### src/rtl/rr_grant_encoder16.sv
// rr_grant_encoder16: round-robin 16-way request arbiter.
// It presents a registered binary index and a one-hot grant, held under a valid/ack handshake.
module rr_grant_encoder16 #(
    parameter bit ROUND_ROBIN = 1'b1
) (
    input  logic        clk,
    input  logic        reset,
    input  logic [15:0] req,
    input  logic        grant_ack,
    output logic        grant_valid,
    output logic [3:0]  grant_idx,
    output logic [15:0] grant_onehot,
    output logic [3:0]  ptr
);
    typedef enum logic {IDLE, GRANT} state_t;
    state_t      state_q, state_d;
    logic [3:0]  ptr_q, ptr_d, idx_q, idx_d, start, off, win;
    logic [15:0] onehot_q, onehot_d, rot;
    logic        ack;
    assign ack   = (state_q == GRANT) && grant_ack;
    // On an ack the search already uses the advanced pointer, so the just-granted agent is searched last
    assign start = ack ? (ROUND_ROBIN ? idx_q + 4'd1 : 4'd0) : ptr_q;
    always_comb begin
        rot = 16'({req, req} >> start);
        off = 4'd0;
        for (int k = 15; k >= 0; k--)
            if (rot[k]) off = 4'(k);
        win = start + off;
    end
    always_comb begin
        state_d  = state_q;
        ptr_d    = ptr_q;
        idx_d    = idx_q;
        onehot_d = onehot_q;
        if (ack) ptr_d = start;
        if (state_q == IDLE || ack) begin
            if (|req) begin
                state_d  = GRANT;
                idx_d    = win;
                onehot_d = 16'd1 << win;
            end else begin
                state_d  = IDLE;
                onehot_d = '0;
            end
        end
    end
    always_ff @(posedge clk or posedge reset) begin
        if (reset) begin
            state_q  <= IDLE;
            ptr_q    <= '0;
            idx_q    <= '0;
            onehot_q <= '0;
        end else begin
            state_q  <= state_d;
            ptr_q    <= ptr_d;
            idx_q    <= idx_d;
            onehot_q <= onehot_d;
        end
    end
    assign grant_valid  = (state_q == GRANT);
    assign grant_idx    = idx_q;
    assign grant_onehot = onehot_q;
    assign ptr          = ptr_q;
endmodule

### config.mk
export PLATFORM = sky130hd
export DESIGN_NAME = rr_grant_encoder16
export DESIGN_NICKNAME = d
export VERILOG_FILES = /design/src/rtl/rr_grant_encoder16.sv
export SDC_FILE = /design/constraint.sdc
export NUM_CORES = 1
export LEC_CHECK = 0
export CELL_PAD_IN_SITES_DETAIL_PLACEMENT = 0
export CELL_PAD_IN_SITES_GLOBAL_PLACEMENT = 1
export CORE_MARGIN = 4
export CORE_UTILIZATION = 40
export CTS_CLUSTER_DIAMETER = 200
export CTS_CLUSTER_SIZE = 40
export DETAILED_ROUTE_END_ITERATION = 16
export HOLD_SLACK_MARGIN = 0.08
export PLACE_DENSITY_LB_ADDON = 0.08
export SLEW_MARGIN = 40
export SYNTH_ARGS = -nofsm -noshare
export SYNTH_HDL_FRONTEND = slang
export SYNTH_SLANG_ARGS = --single-unit
### constraint.sdc
create_clock -name clk -period 4.6 [get_ports clk]
set_input_delay 0.92 -clock clk [delete_from_list [all_inputs] [get_ports clk]]
set_output_delay 0.92 -clock clk [all_outputs]
set_load 0.02 [all_outputs]
==> results by group, run 1 <==
Worst setup path
  – Crit path largest cell delay: roughly 370 ps
  – Critical Path Most Common Cell: buf_4
  – Bufs and invs on worst path: 6
  – Crit. End Element: flip-flop
  – Nature of the critical path startpoint: input pin
  – CP arrival: 4570 ps
  – Slowest cell on the critical path: fa_1
  – WS Path Type: input pin to flip-flop
  – Critical Path RT: 4760 ps
  – CP cell instances: clkdlybuf4s15_1, buf_4, nand2_1, o21a_1, buf_4, buf_4, nor3_1, nor2_1, o211ai_1, a21oi_1, a211o_1, a31oi_1, ha_2, inv_1, fa_1, xnor2_1, and2_1, buf_4, a32o_1
  – CP top delay family: compound AO/OA/AOI/OAI gates
  – Crit Path Max Fanout: 12

Detailed routing
  – DRC Markers: 0
  – First-pass iteration count of the detailed router: 4
  – Per-cell routed wire length: 17.8 um
  – Routed wire length: 9.17 mm
  – Post-DRT Antenna Nets: 0
  – Vias post-DR: between 2000 and 3000
  – Initial DRC count: roughly 170
  – Routed vias/inst: between 5 and 6

Cells and area
  – P&R area growth vs syn: 54.0%
  – Share of cells above drive strength 1: 0.372
  – Final Cell Area: about 0.0042 sq mm
  – Number of filler cells placed in the layout: 541
  – Diode count: 0
  – Fin nets: 463
  – Fin util: 0.646

Logic synthesis
  – Mux cell area share after synthesis: 0.214
  – Simple-Gate Fraction of Synth Area: 0.161
  – #FFs+latches synth: 25
  – Post-synth top area share: 0.231
  – Synth area leader: dfrtp_1
  – Top-count cell post-synth: mux2i_1
  – Mapped Cells: roughly 310
  – Synth warnings: 0
  – Distinct cells, synth: 61
  – Compound-Gate Fraction of Synth Area: 0.281
  – Avg Cell Area, Syn: roughly 9 sq um
  – Seq/Total Area, Yosys: 0.231
  – Top cells by count, synth: mux2i_1, dfrtp_1, nor2_1
  – Top FF cell, synth: dfrtp_1
  – Synthesized-area fraction occupied by adder cells: 0.0259
  – Synth area leaders: dfrtp_1, mux2i_1, a21oi_1
  – Largest family of logic cells by synthesized area: compound AO/OA/AOI/OAI gates
  – Asr flop ratio synth: 1.00
  – Mapped Area: 0.00271 sq mm
  – Synth Net Count: between 300 and 400
  – Post-Synth XOR/XNOR Area: 0.0319
  – Post-synth EDFFs: 0

Die
  – Starting density of the core: 0.420
  – Total die area: between 0.008 and 0.009 sq mm
  – Row count: 29
  – Ports: 44
  – Core area: ~0.0065 sq mm
  – Die height: between 90 and 100 um
  – Die width: 90.3 um

GRT
  – First-pass GRT wire length: approximately 15 mm
  – Met3 GRT Util: 0.0392
  – Gr busiest metal: met2
  – M2 GR Usage: 0.358
  – Overflow after GRT: 0
  – Number of global-route vias before repair: 2923
  – Total Routing Usage GR: 0.222
  – Antenna violations before repair: 0
  – Largest net degree at the start of global routing: 26
  – Met1 usage: 0.314

Timing
  – Number of hold violations in the final report: 0
  – Worst slew pin tran: approximately 700 ps
  – Final period utilization: 0.958
  – Worst slew margin: 0.529
  – Final setup violation count: 0
  – Setup TNS: 0 ps
  – Final Slew Violations: 0
  – Final Skew: roughly 2.2 ps
  – Fin crit period: around 4400 ps
  – Peak Freq: between 200 and 250 MHz

Placement
  – Detailed Place HPWL: 7.18 mm
  – PortBufs: 43
  – Placed Area: around 0.0039 sq mm
  – Final Wtd Congestion: approximately 0.9

CTS
  – Clock latency on the worst-skew pair: ~270 ps
  – CTS Hold Bufs: 0
  – Reg clk slew, reported paths: approximately 80 ps
  – CTS buffer count: 3
  – Clock sink total: 25
  – Htree depth: 1
  – TritonCTS clock tree: built
  – Root Buffer: clkbuf_8
  – Maximum clock path buffer count: 2

Hold path
  – Min-Delay Path Class: flip-flop to flip-flop

Flow run
  – MaxCap Viol Count: 0

Run status
  – Status: completed
==> cell families after synthesis <==
logic type	after synthesis
buffers and inverters	27
DFF	25
AOI/OAI and AO/OA	99
and+or+nand+nor	88
adders and majority gates	5
xor gates and xnor gates	6
muxes	55
==> layout by cell type, fill, tap and decap left out, drive strengths merged, types with 4 or more instances in the layout <==
| cell type | n |
|---|---|
| nor3 | 11 |
| o21ai | 13 |
| buf | 105 |
| o22ai | 4 |
| a2111oi | 4 |
| nand2 | 15 |
| clkbuf | 4 |
| nor2b | 4 |
| nand3 | 11 |
| and3 | 6 |
| inv | 8 |
| clkdlybuf4s50 | 41 |
| mux2i | 48 |
| a32o | 10 |
| a21oi | 22 |
| a21o | 4 |
| o221ai | 5 |
| o211ai | 8 |
| a211oi | 6 |
| nor4 | 4 |
| ha | 4 |
| nor2 | 23 |
| and2 | 5 |
| dfrtp | 25 |
| nand2b | 6 |
| o22a | 6 |
| mux2 | 7 |
==> tightest hold or removal path, delay by kind of cell (launching register included) <==
family | cells | cell delay, ps
AND/OR/NAND/NOR | 1 | 50
flip-flops | 1 | 350
AO/OA/AOI/OAI | 1 | 60
==> registers in the layout, summed over array words and instances, names as in the netlist <==
register,count
grant_valid,1
ptr,4
grant_idx,4
grant_onehot,16
==> layer usage <==
layer / vias up / wire length (um)
li1: 1440 / -
met1: 1420 / 4360
met2: 83 / 4180
met3: 12 / 511
met4: 0 / 116
met5: - / 0
==> what timing repair did <==
item                                    CTS  global route
gates resized for setup                  26            20
endpoints found under the hold margin     0             0
setup buffers                             3             2
pin swaps                                 1             1
endpoints found under the setup margin   19            17
==> worst paths after layout <==
path | start | end | slack, ps | cells past startpoint
worst max register to register | grant_idx[1]$_DFFE_PP0P_ | grant_onehot[14]$_DFFE_PP0N_ | 290 | 19
worst min register to register | grant_onehot[15]$_DFFE_PP0N_ | grant_onehot[15]$_DFFE_PP0N_ | 480 | 2
min in group asynchronous | reset | grant_onehot[13]$_DFFE_PP0N_ | 1010 | 2
max in group asynchronous | reset | grant_idx[2]$_DFFE_PP0P_ | 3240 | 2
worst min-delay path | grant_onehot[15]$_DFFE_PP0N_ | grant_onehot[15]$_DFFE_PP0N_ | 480 | 2
worst max-delay path | grant_ack | grant_onehot[14]$_DFFE_PP0N_ | 190 | 19
==> per-stage QoR <==
step           setup WS, ps  hold WS (ps)  cells
5_1_grt               -11.1           515    515
4_1_cts                 182           488    513
6_report                195           482    515
2_1_floorplan           348           590    305
3_3_place_gp           -662           464    506
3_5_place_dp           -830           469    506
==> cell type report <==
cell class	instances	area [sq um]	area share
Sequential cell	25	626	0.150
Inverter	8	32.5	0.00779
Clock buffer	4	45.0	0.0108
Timing Repair Buffer	148	1240	0.296
Multi-Input combinational cell	253	2140	0.512
Tap cell	77	96.3	0.0231
Power of run 1 is left out: the tool's default activity adds up to more than one toggle a clock period on the data nets, which glitch-free logic cannot reach.
==> run 2: changes to the inputs <==
--- a/config.mk
+++ b/config.mk
@@ -13,7 +13,7 @@
 export CTS_CLUSTER_SIZE = 40
 export DETAILED_ROUTE_END_ITERATION = 16
 export HOLD_SLACK_MARGIN = 0.08
-export PLACE_DENSITY_LB_ADDON = 0.08
+export PLACE_DENSITY = 0.84
 export SLEW_MARGIN = 40
 export SYNTH_ARGS = -nofsm -noshare
 export SYNTH_HDL_FRONTEND = slang
==> run 2 against run 1 <==
Against the previous run: via count up 1.4%; wire length rose by 1.3%; worst hold slack is essentially flat; worst setup slack worse by 12 ps; final cell count grew 0.19%; clock skew shrank 1.1 ps; critical path depth down 1; flip-flop and latch count stayed put; die area did not move; sequential share of layout area hardly changed; maximum frequency is 0.26% lower; non-clock buffer count is 1 higher.
==> results by group, run 2 (same netlist as run 1, synthesis figures left out) <==
Detailed routing
  – Post-DRT Antenna Nets: 0 (unchanged)
  – First-pass iteration count of the detailed router: 4 (unchanged)
  – Initial DRC count: 201 (+20%)
  – DRC Markers: 0 (unchanged)
  – Routed vias/inst: 5.81 (+1.2%)
  – Per-cell routed wire length: 18.0 um (+1.1%)
  – Routed wire length: 9.29 mm (+1.3%)
  – Vias post-DR: 2996 (+1.4%)

Worst setup path
  – Crit path largest cell delay: 530 ps (+160 ps)
  – Worst R2R End: grant_onehot[2]$_DFFE_PP0N_
  – Reg2reg path depth: 19 (unchanged)
  – CP arrival: 4570 ps (about the same)
  – Reg2Reg Setup Slack: 240 ps (-50 ps)
  – R2r startpoint: grant_idx[0]$_DFFE_PP0P_
  – Slowest cell on the critical path: clkdlybuf4s50_1
  – Crit. End Element: flip-flop
  – Nature of the critical path startpoint: input pin
  – WS Path Type: input pin to flip-flop
  – CP cell instances: clkdlybuf4s50_1, mux2i_2, nor2_1, a21oi_1, buf_4, nand3_1, and2_1, a211oi_2, o221ai_1, a211o_1, a31oi_4, ha_2, inv_1, fa_1, xnor2_2, nor2_1, buf_4, a32o_1
  – Critical Path RT: 4760 ps (about the same)
  – Crit Path Max Fanout: 7 (-5)

Hold path
  – Min-Delay Path Class: flip-flop to flip-flop
  – WHS Endpoint: grant_onehot[13]$_DFFE_PP0N_
  – Hold path startpoint: grant_onehot[13]$_DFFE_PP0N_
  – WHS Path Cells: 2 (unchanged)

GRT
  – Antenna violations before repair: 0 (unchanged)
  – Overflow after GRT: 0 (unchanged)
  – Largest net degree at the start of global routing: 26 (unchanged)
  – Total Routing Usage GR: 0.223 (+0.00158)
  – Number of global-route vias before repair: 2931 (+0.27%)
  – First-pass GRT wire length: 14.9 mm (about the same)

Die
  – Ports: 44 (unchanged)
  – Row count: 29 (unchanged)
  – Core area: 0.00646 sq mm (unchanged)
  – Starting density of the core: 0.420 (unchanged)
  – Die height: 90.3 um (unchanged)
  – Die width: 90.3 um (unchanged)
  – Total die area: 0.00816 sq mm (unchanged)

Cells and area
  – Fin nets: 464 (+0.22%)
  – Diode count: 0 (unchanged)
  – Largest register FFs: 16 (unchanged)
  – Final cell count without fillers: 516 (+0.19%)
  – Most common cell after layout, fill and taps aside: buf_4
  – Fin util: 0.645 (-0.00155)
  – P&R area growth vs syn: 53.6%
  – Number of filler cells placed in the layout: 558 (+3.1%)
  – Commonest non-fill, non-tap cells in the layout: buf_4, clkdlybuf4s50_1, mux2i_1
  – Share of cells above drive strength 1: 0.387 (+0.0151)

CTS
  – TritonCTS clock tree: built
  – Clock sink total: 25 (unchanged)
  – Reg clk slew, reported paths: 80 ps (about the same)
  – Maximum clock path buffer count: 2 (unchanged)
  – Root Buffer: clkbuf_8
  – Clock latency on the worst-skew pair: 260 ps (about the same)
  – CTS Hold Bufs: 0 (unchanged)
  – CTS buffer count: 3 (unchanged)
  – Htree depth: 1 (unchanged)

Timing
  – Final setup violation count: 0 (unchanged)
  – Post-route worst setup slack: 183 ps (-11.6 ps)
  – Number of hold violations in the final report: 0 (unchanged)
  – Final Skew: 1.06 ps (-1.11 ps)
  – Final period utilization: 0.960 (+0.00252)
  – Final Slew Violations: 0 (unchanged)
  – Peak Freq: 226 MHz (-0.26%)
  – Fin crit period: 4420 ps (+11.6 ps)
  – Worst slew margin: 0.618 (+0.0891)
  – Worst slew pin tran: 572 ps (-131 ps)

Flow run
  – MaxCap Viol Count: 0 (unchanged)

Placement
  – Final Wtd Congestion: 0.926 (+4.6%)
  – Placed Instances: 507 (+0.20%)
  – Dpl ws: -671 ps (+158 ps)
  – Detailed Place HPWL: 7.46 mm (+3.8%)
  – PortBufs: 43 (unchanged)

Run status
  – Status: completed
run 2: cell count changes in the layout (fill, tap and decap cells not counted), sizes merged:
cell / delta
buf: +1
clkbuf: +1
clkdlybuf4s15: -1
clkdlybuf4s50: -1
clkinv: +1
dlymetal6s2s: +1
inv: -1
run 2: through the flow:
stage	hold slack (ps)	area, sq um	setup TNS (ps)
after floorplan	590	2710	0
after global placement	463	3890	-9250
after detailed placement	469	3890	-11240
after CTS	488	4080	0
after global routing	509	4160	-0.157
final	482	4160	0
run 2: layer usage:
| layer | GRT usage | wire length [um] | vias to the layer above |
|---|---|---|---|
| li1 | - | - | 1444 |
| met2 | 0.380 | 4510 | 79 |
| met1 | 0.308 | 4280 | 1468 |
| met5 | 0 | 0 | - |
| met4 | 0.0434 | 31 | 0 |
| met3 | 0.0250 | 462 | 5 |
run 2: cell type report:
class | count | area, sq um | area share
multi-input combinational | 253 | 2120 | 0.510
inverter | 8 | 35.0 | 0.00841
timing repair buffer | 149 | 1240 | 0.297
sequential | 25 | 626 | 0.150
clock buffer | 4 | 45.0 | 0.0108
tap | 77 | 96.3 | 0.0231
run 2: worst max-delay path by stage:
stage,cells past startpoint,to,from,slack [ps]
floorplan,16,grant_onehot[0]$_DFFE_PP0N_,grant_ack,350
global placement,19,grant_onehot[5]$_DFFE_PP0N_,grant_ack,-590
detailed placement,18,grant_onehot[15]$_DFFE_PP0N_,grant_ack,-670
CTS,17,grant_onehot[2]$_DFFE_PP0N_,req[2],180
global route,19,grant_onehot[9]$_DFFE_PP0N_,grant_idx[0]$_DFFE_PP0P_,-0.2
finish,18,grant_onehot[8]$_DFFE_PP0N_,req[13],180
run 2: repair_timing:
action                                  CTS  global route
endpoints found under the setup margin   19            16
pin swaps                                 3             6
setup buffers                             4             1
resized for setup                        32            20
run 2: worst max-delay path: cells and delay by family:
kind | cells | cell delay, ps
AND/OR/NAND/NOR | 4 | 420
buffers and inverters | 4 | 890
multiplexers | 1 | 260
XOR/XNOR | 1 | 180
adder cells (fa/ha/maj) | 2 | 610
AO/OA/AOI/OAI | 6 | 1290
Power of run 2 is left out for the same reason.
==> run 3: changes to the inputs <==
--- a/config.mk
+++ b/config.mk
@@ -8,12 +8,12 @@
 export CELL_PAD_IN_SITES_DETAIL_PLACEMENT = 0
 export CELL_PAD_IN_SITES_GLOBAL_PLACEMENT = 1
 export CORE_MARGIN = 4
-export CORE_UTILIZATION = 40
+export CORE_UTILIZATION = 41
 export CTS_CLUSTER_DIAMETER = 200
 export CTS_CLUSTER_SIZE = 40
 export DETAILED_ROUTE_END_ITERATION = 16
 export HOLD_SLACK_MARGIN = 0.08
-export PLACE_DENSITY = 0.84
+export PLACE_DENSITY = 0.86
 export SLEW_MARGIN = 40
 export SYNTH_ARGS = -nofsm -noshare
 export SYNTH_HDL_FRONTEND = slang
==> run 3 against run 2 <==
Against the previous run: maximum frequency down 1.1%; global-route usage increased by 1.9 points; non-clock buffer count decreased by 4; via count rose by 1.9%; clock skew is 3.1 ps higher.
==> results by group, run 3 (same netlist as run 1, synthesis figures left out) <==
Run status
  – Status: completed

Die
  – Row count: 29 (unchanged)
  – Core area: 0.00639 sq mm (-1.1%)
  – Die height: 89.3 um (-1.1%)
  – Die width: 89.3 um (-1.1%)
  – Starting density of the core: 0.424 (+0.00477)
  – Total die area: 0.00797 sq mm (-2.2%)
  – Ports: 44 (unchanged)

Timing
  – Worst slew margin: 0.654 (+0.0358)
  – Final Slew Violations: 0 (unchanged)
  – Post-route worst setup slack: 134 ps (-48.9 ps)
  – Final Skew: 4.20 ps (+3.14 ps)
  – Number of hold violations in the final report: 0 (unchanged)
  – Final period utilization: 0.971 (+0.0106)
  – Final setup violation count: 0 (unchanged)
  – Worst slew pin tran: 519 ps (-53.6 ps)
  – Peak Freq: 224 MHz (-1.1%)
  – Fin crit period: 4470 ps (+48.9 ps)

Cells and area
  – Fin nets: 460 (-0.86%)
  – Seq. cell area: 626 sq um (unchanged)
  – Diode count: 0 (unchanged)
  – Commonest non-fill, non-tap cells in the layout: buf_4, clkdlybuf4s50_1, mux2i_1
  – Share of cells above drive strength 1: 0.400 (+0.0128)
  – Largest register FFs: 16 (unchanged)
  – Most common cell after layout, fill and taps aside: buf_4
  – Footprint of the multi-input gates: 0.00219 sq mm (+3.3%)
  – Number of filler cells placed in the layout: 521 (-6.6%)
  – P&R area growth vs syn: 58.9%

CTS
  – Root Buffer: clkbuf_8
  – TritonCTS clock tree: built
  – CTS buffer count: 3 (unchanged)
  – Reg clk slew, reported paths: 80 ps (about the same)
  – Clock latency on the worst-skew pair: 270 ps (about the same)
  – Maximum clock path buffer count: 2 (unchanged)
  – Htree depth: 1 (unchanged)
  – Clock sink total: 25 (unchanged)

Detailed routing
  – Routed wire length: 9.41 mm (+1.3%)
  – Post-DRT Antenna Nets: 0 (unchanged)
  – DRC Markers: 0 (unchanged)
  – Initial DRC count: 239 (+19%)
  – First-pass iteration count of the detailed router: 4 (unchanged)
  – Per-cell routed wire length: 18.4 um (+2.1%)
  – Routed vias/inst: 5.96 (+2.7%)
  – Vias post-DR: 3053 (+1.9%)

Placement
  – PortBufs: 43 (unchanged)
  – Final Wtd Congestion: 0.918 (-0.80%)
  – Dpl ws: -682 ps (-10.6 ps)
  – Detailed Place HPWL: 7.42 mm (-0.45%)

GRT
  – Overflow after GRT: 0 (unchanged)
  – Number of global-route vias before repair: 2979 (+1.6%)
  – First-pass GRT wire length: 15.1 mm (+0.74%)
  – Largest net degree at the start of global routing: 26 (unchanged)
  – Antenna violations before repair: 0 (unchanged)
  – Total Routing Usage GR: 0.243 (+0.0192)

Hold path
  – Min-Delay Path Class: flip-flop to flip-flop

Worst setup path
  – Crit. End Element: flip-flop
  – Reg2Reg Setup Slack: 180 ps (-60 ps)
  – Nature of the critical path startpoint: input pin
  – WS Path Type: input pin to flip-flop
  – Critical Path RT: 4760 ps (about the same)
  – CP arrival: 4620 ps (+50 ps)
  – Crit Path Max Fanout: 4 (-3)

Flow run
  – MaxCap Viol Count: 0 (unchanged)
-- run 3: final timing paths --
kind	cells past startpoint	end	from
worst max-delay path	17	grant_onehot[10]$_DFFE_PP0N_	req[1]
worst min-delay path	2	grant_onehot[1]$_DFFE_PP0N_	grant_onehot[1]$_DFFE_PP0N_
worst max register to register	21	grant_onehot[10]$_DFFE_PP0N_	grant_idx[1]$_DFFE_PP0P_
worst min register to register	2	grant_onehot[1]$_DFFE_PP0N_	grant_onehot[1]$_DFFE_PP0N_
max in group asynchronous	2	grant_onehot[14]$_DFFE_PP0N_	reset
min in group asynchronous	2	ptr[3]$_DFFE_PP0P_	reset
-- run 3: area by class of cell --
| class | count | share of cell area |
|---|---|---|
| clock buffers | 3 | 0.00959 |
| clock inverters | 1 | 0.00116 |
| inverters | 8 | 0.00814 |
| multi-input cells | 253 | 0.509 |
| flip-flops and latches | 25 | 0.145 |
| well taps | 77 | 0.0224 |
| repair buffers | 145 | 0.304 |
-- run 3: repair_timing --
item,in CTS,in global routing
setup endpoints to repair,18,18
pin swaps,6,14
hold buffers,0,0
setup buffers,2,1
resized for setup,41,27
-- run 3: critical path, cell delays in order --
cell	delay, ps
clkdlybuf4s50_1	450
buf_4	170
mux2i_2	230
o22a_1	210
nand3_1	110
and2_1	200
a211oi_2	270
o221ai_1	160
a211o_1	290
a31oi_1	200
ha_2	220
inv_1	60
fa_2	400
xnor2_2	240
nor2_2	70
buf_4	150
a32o_2	260
-- run 3: metrics by stage --
stage | hold slack, ps | setup TNS [ps] | cells | instance area [sq um] | util
floorplan | 590 | 0 | 305 | 2710 | -
finish | 482 | 0 | 512 | 4310 | 0.674
global route | 503 | -273 | 512 | 4310 | 0.674
global placement | 463 | -9070 | 505 | 3920 | 0.614
CTS | 488 | -5.83 | 511 | 4170 | 0.653
detailed placement | 469 | -11180 | 505 | 3920 | 0.614
-- run 3: metal layers --
metal  vias to the layer above  global-route usage  routed length (um)
met5                         -                   0                   0
met4                         0              0.0487                 176
met3                        13              0.0249                 506
met2                       116               0.392                4510
met1                      1477               0.352                4220
li1                       1447                   -                   -
Power of run 3 is left out for the same reason.
